**config.mk**
```make
export PLATFORM = sky130hd
export DESIGN_NAME = kyber_enc_hash_sequencer
export DESIGN_NICKNAME = d
export VERILOG_FILES = /design/src/rtl/kyber_enc_hash_sequencer.sv
export SDC_FILE = /design/constraint.sdc
export NUM_CORES = 2
export LEC_CHECK = 0
export ABC_AREA = 1
export BUFFER_PORTS_ARGS = -buffer_cell sky130_fd_sc_hd__buf_2
export CORE_AREA = 2 2 598 600
export DETAILED_ROUTE_END_ITERATION = 10
export DIE_AREA = 0 0 600 602
export SYNTH_ARGS = -nofsm -noshare
export SYNTH_HDL_FRONTEND = slang
export SYNTH_SLANG_ARGS = --single-unit
```
**constraint.sdc**
```tcl
create_clock -name clk -period 2.8 [get_ports clk]
set_input_delay 0.56 -clock clk [delete_from_list [all_inputs] [get_ports clk]]
set_output_delay 0.56 -clock clk [all_outputs]
set_load 0.02 [all_outputs]
```
**src/rtl/kyber_enc_hash_sequencer.sv**
```systemverilog
// Sequencer for the Kyber512 ENC hash datapath: pre-hash, CPA encrypt, post-hash, capture results.
// Define KYBER_SEQ_TIMEOUT_EN to enable the *_WAIT watchdog (error pulse on expiry).
module kyber_enc_hash_sequencer #(
  parameter int unsigned DATA_W         = 256,
  parameter int unsigned CNT_W          = 16,
  parameter int unsigned TIMEOUT_CYCLES = 4096
) (
  input  logic              clk,
  input  logic              reset_n,
  input  logic              start,
  input  logic              abort,
  output logic              busy,
  output logic              done,
  output logic              error,
  output logic              hash_enable,
  output logic              hash_mode,
  input  logic              hash_done,
  output logic              enc_start,
  input  logic              enc_done,
  input  logic [DATA_W-1:0] i_message,
  input  logic [DATA_W-1:0] i_coins,
  input  logic [DATA_W-1:0] i_SS,
  output logic [DATA_W-1:0] o_message,
  output logic [DATA_W-1:0] o_coins,
  output logic [DATA_W-1:0] o_SS
);

  typedef enum logic [2:0] {
    S_IDLE, S_PRE_GO, S_PRE_WAIT, S_ENC_GO, S_ENC_WAIT, S_POST_GO, S_POST_WAIT, S_FIN
  } state_e;

  state_e state_q, state_d;
  logic   hash_done_q, enc_done_q;
  logic   hash_rise, enc_rise, timeout_hit;
  logic   busy_d, done_d, error_d, hash_enable_d, hash_mode_d, enc_start_d;
  logic   cap_pre, cap_post;

  // A done level left high from an earlier phase never counts as a new event.
  assign hash_rise = hash_done & ~hash_done_q;
  assign enc_rise  = enc_done & ~enc_done_q;

`ifdef KYBER_SEQ_TIMEOUT_EN
  logic [CNT_W-1:0] cnt_q;
  logic             in_wait, wait_rise;

  always_comb begin
    in_wait   = 1'b0;
    wait_rise = 1'b0;
    case (state_q)
      S_PRE_WAIT, S_POST_WAIT: begin in_wait = 1'b1; wait_rise = hash_rise; end
      S_ENC_WAIT:              begin in_wait = 1'b1; wait_rise = enc_rise;  end
      default: ;
    endcase
  end

  // Counter sits at zero outside wait states, so it starts from zero on every entry.
  always_ff @(posedge clk) begin
    if (!reset_n) cnt_q <= '0;
    else if (in_wait) cnt_q <= cnt_q + CNT_W'(1);
    else cnt_q <= '0;
  end

  assign timeout_hit = in_wait && !wait_rise && (cnt_q == CNT_W'(TIMEOUT_CYCLES - 1));
`else
  logic unused_cfg;
  assign unused_cfg  = ^{CNT_W, TIMEOUT_CYCLES};
  assign timeout_hit = 1'b0;
`endif

  // State register
  always_ff @(posedge clk) begin
    if (!reset_n) state_q <= S_IDLE;
    else          state_q <= state_d;
  end

  // Next-state logic; abort overrides any event in the same cycle
  always_comb begin
    state_d = state_q;
    case (state_q)
      S_IDLE:      if (start) state_d = S_PRE_GO;
      S_PRE_GO:    state_d = S_PRE_WAIT;
      S_PRE_WAIT:  if (hash_rise) state_d = S_ENC_GO;
                   else if (timeout_hit) state_d = S_IDLE;
      S_ENC_GO:    state_d = S_ENC_WAIT;
      S_ENC_WAIT:  if (enc_rise) state_d = S_POST_GO;
                   else if (timeout_hit) state_d = S_IDLE;
      S_POST_GO:   state_d = S_POST_WAIT;
      S_POST_WAIT: if (hash_rise) state_d = S_FIN;
                   else if (timeout_hit) state_d = S_IDLE;
      S_FIN:       state_d = S_IDLE;
      default:     state_d = S_IDLE;
    endcase
    if (abort) state_d = S_IDLE;
  end

  // Output logic: decoded from the next state and registered, so pulses align with state
  always_comb begin
    busy_d        = (state_d != S_IDLE);
    done_d        = (state_d == S_FIN);
    hash_enable_d = (state_d == S_PRE_GO) || (state_d == S_POST_GO);
    hash_mode_d   = (state_d == S_POST_GO) || (state_d == S_POST_WAIT);
    enc_start_d   = (state_d == S_ENC_GO);
    error_d       = timeout_hit && !abort;
    cap_pre       = (state_q == S_PRE_WAIT) && (state_d == S_ENC_GO);
    cap_post      = (state_q == S_POST_WAIT) && (state_d == S_FIN);
  end

  always_ff @(posedge clk) begin
    if (!reset_n) begin
      busy        <= 1'b0;
      done        <= 1'b0;
      error       <= 1'b0;
      hash_enable <= 1'b0;
      hash_mode   <= 1'b0;
      enc_start   <= 1'b0;
      hash_done_q <= 1'b0;
      enc_done_q  <= 1'b0;
      o_message   <= '0;
      o_coins     <= '0;
      o_SS        <= '0;
    end else begin
      busy        <= busy_d;
      done        <= done_d;
      error       <= error_d;
      hash_enable <= hash_enable_d;
      hash_mode   <= hash_mode_d;
      enc_start   <= enc_start_d;
      hash_done_q <= hash_done;
      enc_done_q  <= enc_done;
      if (cap_pre) begin
        o_message <= i_message;
        o_coins   <= i_coins;
      end
      if (cap_post) o_SS <= i_SS;
    end
  end

endmodule

```
After elaboration in Yosys (flattened, before gate mapping)
Index checks and enable logic that the tools add are counted.

Output and inout bits: 774. Register bits: 778. Input bits: 774.

Reductions and logical operators: 6. Eq/ne operators: 12. Mux-type cells: 6. Bitwise operators: 4.

Operators by type and width (number): 3-bit case mux with 8 select lines (1); 3-bit == test, second input constant (7); 3-bit two-way mux (5); 3-bit by 2-bit == test with 1-bit output, second input constant (3); 3-bit by 1-bit == test with 1-bit output, second input constant (2); 3-bit logical NOT (1); 3-bit nonzero test (1); 1-bit AND (2); 1-bit logical AND (2); 1-bit logical OR (2); 1-bit NOT (2).

Depth between registers and ports, before layout
Depth after elaboration: 7. Mapped depth: 14. Gate-level depth less buffers: 12.

Worst setup path after synthesis
OpenSTA, ideal clock, no wires.

Path kind: reg-to-reg. From: register state_q[0]. To: register o_coins[116]. Stages on the path, launching flop included: 14. Data required time: 2.690 ns. Arrival time: 1.959 ns. Library setup time: 0.110 ns. Path slack: 0.731 ns. Cells stage by stage: dfxtp_1 inv_1 ha_1 nor2_2 nand3_2 nand2_1 nand3_2 nor2_2 buf_4 buf_6 buf_4 nand4_1 nand2_1 nor2_1.

Word-level cells in the longest chain between the ends: 5. Elaborated cells on any way between the ends: 16.

RTL lines: start, declared (line 32) `state_e state_q, state_d;`; start signal, assigned (line 73) `else state_q <= state_d;`; 3-bit == test, or another cell as far along (line 79) `case (state_q)`; 3-bit case mux with 8 select lines (line 79); 3-bit two-way mux (line 93) `if (abort) state_d = S_IDLE;`; 3-bit by 2-bit == test with 1-bit output (line 104) `cap_pre = (state_q == S_PRE_WAIT) && (state_d == S_ENC_GO);`; 1-bit logical AND * (line 104); end signal, assigned (line 132) `o_coins <= i_coins;`; end, declared (line 24) `output logic [DATA_W-1:0] o_coins,`.

Every way passes the cells marked *; elsewhere a longest branch is shown, timed or not. A chain may end at the register's enable or synchronous reset.

Final worst setup path
From: register state_q[0]. To: register o_message[151].

Word-level cells in the longest chain between the ends: 5. Elaborated cells on any way between the ends: 16.

RTL lines: 3-bit == test, or another cell as far along (line 79); 3-bit case mux with 8 select lines (line 79); 3-bit two-way mux (line 93); 3-bit by 2-bit == test with 1-bit output (line 104); 1-bit logical AND * (line 104); end signal, assigned (line 131) `o_message <= i_message;`; end, declared (line 23) `output logic [DATA_W-1:0] o_message,`.

Marks and branches as above.

==> results.json <==
{
  "outcome": "finished clean",
  "syn_nets": 7433,
  "yosys_warnings": 0,
  "hpwl_mm": 263,
  "finalNonFillerCells": 13300,
  "grt_max_degree": 96,
  "start_util": 0.113,
  "finalNetCount": 9199,
  "fin_total_pwr_mw": 30.1,
  "wl_mm": 312,
  "routedWlPerCell_um": 23.4,
  "num_rows": 219,
  "crit_type": "reg2reg",
  "cts_inserted_buffers": 116,
  "critPathArrivalTime_ns": 3.35,
  "whs_ns": 0.0732,
  "cp.required_ns": 3.51,
  "drcViolationCount": 0,
  "use_met2": 0.258,
  "clk_latency_ns": 0.91,
  "whs_endpoint": "o_SS[17]$_SDFFE_PN0P_",
  "port_buffers": 1546,
  "hold_viol": 0,
  "avgSynthCellArea_um2": 6.04,
  "power.density_nw_per_um2": 489,
  "hp-start": "i_SS[17]",
  "leakage_nw": 33.3,
  "max_slew_margin": 0.592,
  "ios": 1548,
  "h-tree-depth": 3,
  "fp.dieH_um": 602,
  "final.period_utilization": 0.940,
  "dpl_cell_area_um2": 54400,
  "drt_iter0_drc": 3890,
  "dp_cells": 12700,
  "clk_root_buffer_cell": "clkbuf_16",
  "slew_violations": 0,
  "antenna_found_initial": 205,
  "die_w_um": 600,
  "drt-pass1-iter-count": 6,
  "r2r_end": "o_message[151]$_SDFFE_PN0P_",
  "irDropWorstVdd_mv": 0.477,
  "grt_overflow": 0,
  "gp_congestion": 1.02,
  "worstPathMaxFanout": 15,
  "grtUsageTotal": 0.165,
  "routed_via_density": 3.49,
  "first_global_vias": 42900,
  "cts_sinks": 778,
  "final_antenna_net_count": 0,
  "clk_pin_slew_ns": 0.06,
  "grt_use_met1": 0.212,
  "area_delta_synth_final_pct": 53.4,
  "reg2reg_depth": 14,
  "worst_slew_pin_slew_ns": 0.612,
  "holdPathStages": 5,
  "swShare": 0.293,
  "final_area_um2": 61600,
  "power_frac_comb": 0.120,
  "skew_ns": 0.109,
  "drive_above_1_share": 0.234,
  "die-area_um2": 361000,
  "power.share.sequential": 0.369,
  "cp-end-kind": "flop",
  "top_usage_layer": "met2",
  "core_um2": 355000,
  "cts_buffer_depth": 4,
  "yosys.cell_types.count": 22,
  "setup_viol_count_final": 0,
  "clkPwrFrac": 0.510,
  "min_period_ns": 2.63,
  "rr_startpoint": "state_q[0]$_SDFF_PN0_",
  "syn_inst": 6655,
  "p_sw_mw": 8.83,
  "min_path_type": "in2reg",
  "synth-seq-area-share": 0.388,
  "worstSetupStartpointType": "flop",
  "rrSetupSlack_ns": 0.17,
  "fmax_mhz": 380,
  "internal_power_mw": 21.3,
  "syn_area_um2": 40200,
  "globalRouteMet3Util": 0.0528,
  "cts_tree": "built",
  "maxCapViolCount": 0,
  "grt_pass1_wl_mm": 402,
  "synth-seq-cells": 778,
  "via_count": 46500
}
==> per-layer routing <==
metal	routed length [um]	part of all wire
met5	156	0.00050
met4	12100	0.039
met3	28900	0.093
met2	138000	0.44
met1	133000	0.43
==> worst max path at each step <==
| stage | startpoint | to | slack, ns | cells after the start |
|---|---|---|---|---|
| 6_report | state_q[0]$_SDFF_PN0_ | o_message[151]$_SDFFE_PN0P_ | 0.17 | 14 |
| 5_1_grt | state_q[1]$_SDFF_PN0_ | o_coins[91]$_SDFFE_PN0P_ | -0.003 | 14 |
| 4_1_cts | state_q[0]$_SDFF_PN0_ | o_message[25]$_SDFFE_PN0P_ | 0.01 | 13 |
| 3_5_place_dp | state_q[0]$_SDFF_PN0_ | o_coins[46]$_SDFFE_PN0P_ | 0.09 | 14 |
| 3_3_place_gp | start | o_SS[137]$_SDFFE_PN0P_ | 0.13 | 12 |
| 2_1_floorplan | state_q[0]$_SDFF_PN0_ | o_coins[116]$_SDFFE_PN0P_ | 0.73 | 13 |
==> registers in the layout (all words and copies together) (netlist names), 3 cells and up <==
signal / flops
o_message: 256
o_SS: 256
state_q: 3
o_coins: 256
==> stage by stage <==
step                worst slack, ns  utilization  TNS (ns)
floorplan                     0.731            -         0
global placement              0.129        0.153         0
detailed placement           0.0914        0.153         0
CTS                          0.0138        0.173         0
global route               -0.00323        0.173  -0.00371
finish                        0.167        0.174         0
==> synthesized netlist by cell type, drive strengths merged <==
cell / number / area, um2
clkbuf: 112 / 420
conb: 1 / 3.75
buf: 314 / 1680
ha: 4 / 50.1
nand3: 5 / 35.0
nor3: 3 / 15.0
nand2: 1559 / 5850
dfxtp: 778 / 15600
nor4: 1 / 6.26
inv: 2324 / 8720
nor2: 779 / 2940
o21ai: 3 / 15.0
nand4: 772 / 4840
==> what timing repair did <==
item	in CTS	in global routing
pin swaps	0	3
gates cloned	1	1
endpoints found under the setup margin	6	505
hold buffers	307	0
hold endpoints to repair	307	0
gates resized for setup	1	12
setup buffers	0	2
==> cell usage in the layout, fill, tap and decap left out, types with 3 or more instances in the layout <==
master and instances:
inv_1 2302, nand2_1 1557, buf_2 1545, dfxtp_1 778, nor2_1 774, nand4_1 771, dlygate4sd3_1 307, buf_4 136
clkbuf_16 117, buf_12 76, diode_2 69, clkbuf_8 24, inv_2 21, clkbuf_1 18, clkinv_2 17, clkinvlp_4 8
clkinv_4 8, bufinv_16 7, nor2_4 5, buf_16 4, buf_6 4, inv_8 3, nor3_1 3, ha_1 3
==> area by class of cell <==
class / instances / area [um2]
diodes: 69 / 173
clock buffers: 158 / 3300
clock inverters: 47 / 553
fillers: 41200 / 293000
inverters: 2324 / 8730
multi-input cells: 3127 / 13800
flip-flops and latches: 778 / 15600
well taps: 4751 / 5940
repair buffers: 2074 / 13500
==> logic make-up after synthesis <==
family          after synthesis  share of synthesized area
buf+inv                    2750                      0.270
simple gates               3119                      0.341
other cells                   1                  0.0000934
compound gates                3                   0.000374
fa+ha+maj                     4                    0.00125
flops                       778                      0.388
==> critical path, stage by stage, from the launching register on <==
cell and delay, ns:
dfxtp_1 0.36, inv_1 0.11, ha_2 0.24, nor2_4 0.12, nand3_2 0.13, nand2_2 0.11, nand3_4 0.11, nor2_4 0.17
buf_12 0.18, buf_12 0.19, buf_12 0.16, nand4_1 0.18, buf_4 0.24, nand2_1 0.06, nor2_1 0.04
==> power by group through the flow <==
stage               registers [mW]  clock network, mW  logic (mW)
finish                        11.1               15.4        3.63
global route                  11.1               16.2        3.88
CTS                           11.1               16.0        3.61
detailed placement            11.4                  0        3.19
global placement              11.4                  0        3.21
floorplan                     11.4                  0        1.35
Note: power is estimated with default switching activity, not from simulation.
